===== src/rtl/vend_pkg.sv =====
// vend_pkg: controller states, coin codes, coin values and the per-cycle coin-sum helper.
// Latency: none, declarations only.
// Backpressure: not applicable.
package vend_pkg;

   typedef enum logic [1:0] {
      ST_IDLE     = 2'd0,
      ST_DISPENSE = 2'd1,
      ST_CHANGE   = 2'd2
   } state_e;

   typedef enum logic [1:0] {
      COIN_NONE    = 2'd0,
      COIN_NICKEL  = 2'd1,
      COIN_DIME    = 2'd2,
      COIN_QUARTER = 2'd3
   } coin_e;

   localparam logic [8:0] VAL_NICKEL  = 9'd5;
   localparam logic [8:0] VAL_DIME    = 9'd10;
   localparam logic [8:0] VAL_QUARTER = 9'd25;

   // Value of all coins presented in one cycle (0..40), kept at 9 bits so the
   // ceiling comparison against credit cannot overflow.
   function automatic logic [8:0] coin_sum(input logic n, input logic d, input logic q);
      logic [8:0] s;
      s = 9'd0;
      if (n) s = s + VAL_NICKEL;
      if (d) s = s + VAL_DIME;
      if (q) s = s + VAL_QUARTER;
      return s;
   endfunction

endpackage


===== src/rtl/vend_change_pick.sv =====
// vend_change_pick: greedy choice of the next change coin for a given credit.
// Latency: combinational, zero cycles.
// Backpressure: none; the caller holds credit stable while a coin is pending.
module vend_change_pick
   import vend_pkg::*;
(
   input  logic [7:0] credit,
   output logic [1:0] coin_code,
   output logic [7:0] coin_value
);

   // Largest coin not exceeding the credit; credit is always a multiple of 5,
   // so a nickel is the floor whenever change is still owed.
   always_comb begin
      coin_code  = COIN_NICKEL;
      coin_value = 8'(VAL_NICKEL);
      if (credit >= 8'(VAL_QUARTER)) begin
         coin_code  = COIN_QUARTER;
         coin_value = 8'(VAL_QUARTER);
      end else if (credit >= 8'(VAL_DIME)) begin
         coin_code  = COIN_DIME;
         coin_value = 8'(VAL_DIME);
      end
   end

endmodule


===== src/rtl/vend_ctrl.sv =====
// vend_ctrl: coin-accepting vending controller with dispense handshake and greedy change return.
// Latency: coins/requests act on the next posedge; dispense/ret_valid rise one cycle after the request.
// Backpressure: dispense holds until dispense_ack (or timeout); ret_valid/ret_coin hold while ret_ready is low.
module vend_ctrl
   import vend_pkg::*;
#(
   parameter int unsigned PRICE       = 100,
   parameter int unsigned MAX_CREDIT  = 200,
   parameter int unsigned ACK_TIMEOUT = 1000
) (
   input  logic       clk,
   input  logic       reset_n,
   input  logic       nickel,
   input  logic       dime,
   input  logic       quarter,
   input  logic       vend_req,
   input  logic       cancel,
   output logic       dispense,
   input  logic       dispense_ack,
   output logic       ret_valid,
   output logic [1:0] ret_coin,
   input  logic       ret_ready,
   output logic [7:0] credit,
   output logic       coin_reject,
   output logic       fault,
   output logic       busy
);

   localparam logic [9:0]  PRICE_W  = 10'(PRICE);
   localparam logic [9:0]  MAX_W    = 10'(MAX_CREDIT);
   localparam logic [15:0] TMO_LAST = 16'(ACK_TIMEOUT - 1);

   state_e      state_q, state_d;
   logic [7:0]  credit_q, credit_d;
   logic [15:0] timer_q, timer_d;
   logic        coin_reject_q, coin_reject_d;
   logic        fault_q, fault_d;

   logic [8:0]  sum;
   logic [9:0]  credit_w;
   logic        fits;
   logic [7:0]  acc;
   logic [1:0]  pick_code;
   logic [7:0]  pick_val;

   vend_change_pick u_pick (
      .credit     (credit_q),
      .coin_code  (pick_code),
      .coin_value (pick_val)
   );

   assign sum      = coin_sum(nickel, dime, quarter);
   assign credit_w = {2'b00, credit_q};

   // Next-state, credit, timer and one-cycle pulse computation.
   always_comb begin
      state_d       = state_q;
      credit_d      = credit_q;
      timer_d       = 16'd0;
      coin_reject_d = 1'b0;
      fault_d       = 1'b0;
      fits          = (credit_w + {1'b0, sum}) <= MAX_W;
      acc           = fits ? 8'(credit_w + {1'b0, sum}) : credit_q;
      case (state_q)
         ST_IDLE: begin
            // All-or-nothing coin acceptance against the ceiling.
            coin_reject_d = (sum != 9'd0) && !fits;
            credit_d      = acc;
            if (cancel) begin
               if (credit_q != 8'd0) state_d = ST_CHANGE;
            end else if (vend_req && (credit_w >= PRICE_W)) begin
               // Price check uses the registered credit, before this cycle's coins.
               credit_d = 8'({2'b00, acc} - PRICE_W);
               state_d  = ST_DISPENSE;
            end
         end
         ST_DISPENSE: begin
            coin_reject_d = (sum != 9'd0);
            if (dispense_ack) begin
               state_d = (credit_q != 8'd0) ? ST_CHANGE : ST_IDLE;
            end else if (timer_q == TMO_LAST) begin
               // Mechanism never confirmed: give the price back as change.
               credit_d = 8'(credit_w + PRICE_W);
               fault_d  = 1'b1;
               state_d  = ST_CHANGE;
            end else begin
               timer_d = timer_q + 16'd1;
            end
         end
         ST_CHANGE: begin
            coin_reject_d = (sum != 9'd0);
            if (credit_q == 8'd0) begin
               state_d = ST_IDLE;
            end else if (ret_ready) begin
               credit_d = credit_q - pick_val;
               if (credit_q == pick_val) state_d = ST_IDLE;
            end
         end
         default: state_d = ST_IDLE;
      endcase
   end

   // All controller state; reset loses any credit held.
   always_ff @(posedge clk or negedge reset_n) begin
      if (!reset_n) begin
         state_q       <= ST_IDLE;
         credit_q      <= 8'd0;
         timer_q       <= 16'd0;
         coin_reject_q <= 1'b0;
         fault_q       <= 1'b0;
      end else begin
         state_q       <= state_d;
         credit_q      <= credit_d;
         timer_q       <= timer_d;
         coin_reject_q <= coin_reject_d;
         fault_q       <= fault_d;
      end
   end

   assign dispense    = (state_q == ST_DISPENSE);
   assign ret_valid   = (state_q == ST_CHANGE);
   assign ret_coin    = ret_valid ? pick_code : COIN_NONE;
   assign busy        = (state_q != ST_IDLE);
   assign credit      = credit_q;
   assign coin_reject = coin_reject_q;
   assign fault       = fault_q;

endmodule


===== config.mk =====
export PLATFORM = sky130hd
export DESIGN_NAME = vend_ctrl
export DESIGN_NICKNAME = d
export VERILOG_FILES = /design/src/rtl/vend_pkg.sv /design/src/rtl/vend_change_pick.sv /design/src/rtl/vend_ctrl.sv
export SDC_FILE = /design/constraint.sdc
export NUM_CORES = 1
export LEC_CHECK = 0
export ABC_AREA = 1
export ABC_CLOCK_PERIOD_IN_PS = 9200
export CAP_MARGIN = 30
export CORE_ASPECT_RATIO = 1.75
export CORE_MARGIN = 1
export CORE_UTILIZATION = 40
export CTS_CLUSTER_SIZE = 24
export DETAILED_ROUTE_END_ITERATION = 10
export HOLD_SLACK_MARGIN = 0.02
export SLEW_MARGIN = 40
export SYNTH_ARGS = -nofsm -noshare
export SYNTH_HDL_FRONTEND = slang
export SYNTH_SLANG_ARGS = --single-unit

===== constraint.sdc =====
create_clock -name clk -period 9.2 [get_ports clk]
set_input_delay 1.84 -clock clk [delete_from_list [all_inputs] [get_ports clk]]
set_output_delay 1.84 -clock clk [all_outputs]
set_load 0.03 [all_outputs]

==> flow_summary.yaml <==
synthesis:
  postSynthCellCount: 425
  synth_warnings: 0
  synthFlopType: "dfrtp_1"
  synth_nets: 462
  ys_ff_latch: 28
  synth_cell_types: 37
  synth_edf_count: 0
  synth-async-reset-ratio_pct: 100.0
  syn_area_sq_um: 2820
  syn_avg_cell_area_sq_um: 6.636
  seq_area_frac_synth_pct: 24.84
die:
  rows: 40
  die_area_sq_um: 7404
  coreArea_sq_um: 6857
  chipWidth_um: 65.48
  initial_core_util_pct: 41.13
  die_y_um: 113.1
  num_io_pins: 24
cells_and_area:
  most-common-layout-cells: "nand2_1 (83), inv_1 (79), nor2_1 (49), nand3_1 (37), a21oi_1 (29)"
  area_growth_pct: 13.53
  n_fill_cell: 759
  multi_input_area_sq_um: 1783
  final_net_count: 488
  drive_gt1_share_pct: 7.572
  final-seq-area_sq_um: 700.7
  final_common_cell: "nand2_1"
  antenna_cells: 0
route:
  route.detailed.drc: 0
  vias: 2699
  routed_wl_um: 7551
  drtPass1Iterations: 4
  wl_per_cell_um: 14.17
  vias_per_cell: 5.064
  drt-initial-drc-count: 150
  antenna_left: 0
clock_tree:
  cts_resized: 0
  numCtsBuffers: 3
  clk_pin_slew_ns: 0.07
  clk_latency_ns: 0.26
  cts_tree: "built"
  cts_hold_buf: 0
  cts_root_buf: "clkbuf_16"
  cts_sinks: 28
  cts_buffer_depth: 2
  cts_max_level: 1
  cts_setup_buffers: 0
grt:
  grt_usage_pct: 22.25
  grt_pass1_wl_um: 12480
  grt_max_degree: 29
  grt_pass1_vias: 2703
  antenna_found_initial: 0
  overflow: 0
min_path:
  holdCritPathClass: "reg2reg"
setup_path:
  cp_max_fo: 9
  crit_type: "in2reg"
  cp.arrival_ns: 5.16
  required_ns: 9.33
  critPathLaunchType: "input port"
  r2r_slack_ns: 5.51
  setup.worst_path.end_class: "flip-flop"
pwr:
  ir_drop_mv: 0.1705
  power.leakage_uw: 0.001596
  powerDensity_nw_per_um2: 379.4
timing:
  final-max-slew-violation-count: 0
  final-hold-violation-count: 0
  post-route-period-util_pct: 54.58
  fmax_ghz: 0.1991
  skew_ns: 0.002486
  finalSetupViolCount: 0
  setup_tns_ns: 0
  rsz0062_at_grt: "false"
  slew_headroom_pct: 63.54
  period_minus_slack_ns: 5.021
  fin_ws_ns: 4.179
  worst_slew_pin_slew_ns: 0.5332
place:
  gp_congestion: 0.8804
  place_ws_ns: 3.855
  port_buffers: 23
  dp.final_hpwl_um: 6314
run:
  drv_cap: 0
outcome:
  outcome: "completed"
-- cell families after synthesis --
group | count (synthesis) | share of synthesized area (%)
AO/OA/AOI/OAI | 64 | 13.09
flip-flops | 28 | 24.84
adder cells (fa/ha/maj) | 28 | 12.95
buffers and inverters | 83 | 11.93
AND/OR/NAND/NOR | 219 | 36.25
XOR/XNOR | 3 | 0.9318
-- per-stage QoR --
step	instances	total power, uW	utilization, %	hold WS [ns]	instance area (sq um)
2_1_floorplan	425	883.5	-	0.4329	2820
3_3_place_gp	530	1106	45.60	0.4528	3127
3_5_place_dp	530	1120	45.60	0.4543	3127
4_1_cts	533	1222	46.70	0.4635	3202
5_1_grt	533	1332	46.70	0.4837	3202
6_report	533	1215	46.70	0.4595	3202
-- state kept, by name (all words and copies together), names as in the netlist --
signal and cells:
coin_reject 1, credit 8, fault 1, state_q 2, timer_q 16
-- per-layer routing --
layer	vias up	track usage, %	wire length, um
met3	14	1.613	94
met4	0	8.261	196
li1	1422	-	-
met5	-	0	0
met1	1231	21.02	2727
met2	32	46.39	4533
-- layout make-up --
cell class,instances,area share (%)
Inverter,80,9.379
Sequential cell,28,21.88
Tap cell,84,3.283
Timing Repair Buffer,24,7.425
Multi-Input combinational cell,314,55.69
Clock buffer,3,2.345
-- where the power goes --
part           internal (uW)  switching (uW)
registers                153            55.8
logic                    320             587
clock network           57.8            41.8
total                    530             684
-- cell usage after synthesis (2+ instances only) --
| cell type | instances | share of area, % |
|---|---|---|
| o21ai_0 | 19 | 3.4 |
| dfrtp_1 | 28 | 25 |
| nand4_1 | 3 | 0.67 |
| nand3_1 | 37 | 6.6 |
| a21oi_1 | 29 | 5.1 |
| nor3_1 | 15 | 2.7 |
| a22oi_1 | 2 | 0.53 |
| nor3b_1 | 2 | 0.53 |
| nor2_2 | 3 | 0.67 |
| nor4_1 | 3 | 0.67 |
| xor2_1 | 2 | 0.62 |
| nand3_2 | 5 | 1.8 |
| nand2_1 | 83 | 11 |
| a221oi_1 | 2 | 0.62 |
| ha_1 | 26 | 12 |
| o21bai_1 | 2 | 0.53 |
| nor2_1 | 49 | 6.5 |
| nand2_4 | 3 | 1.2 |
| fa_1 | 2 | 1.4 |
| a31oi_1 | 3 | 0.67 |
| buf_6 | 2 | 0.80 |
| inv_1 | 79 | 11 |
| nand2_2 | 11 | 2.4 |
| or2_2 | 2 | 0.44 |
-- worst max-delay path, stage by stage --
cell and delay, ns:
clkdlybuf4s50_1 0.60, inv_1 0.07, ha_1 0.29, a21oi_1 0.24
inv_1 0.09, fa_1 0.43, inv_1 0.08, nand3_1 0.08
nand2_1 0.08, nand2_1 0.06, nand2_2 0.07, nand3_1 0.09
nor2_2 0.13, nand2_4 0.09, nand2_4 0.12, nand2_1 0.07
nand2_2 0.09, ha_1 0.16, nand2_1 0.06, xor2_1 0.18
a21oi_1 0.12, o21ai_0 0.09
-- worst paths after layout --
kind	startpoint	to	cells after the start
max reg2reg	credit[2]$_DFFE_PN0P_	credit[7]$_DFFE_PN0P_	19
min	timer_q[0]$_DFF_PN0_	timer_q[0]$_DFF_PN0_	1
min reg2reg	timer_q[0]$_DFF_PN0_	timer_q[0]$_DFF_PN0_	1
min in group asynchronous	reset_n	timer_q[0]$_DFF_PN0_	2
max	nickel	credit[4]$_DFFE_PN0P_	22
max in group asynchronous	reset_n	timer_q[13]$_DFF_PN0_	2
Power figures use the tool's default switching activity.
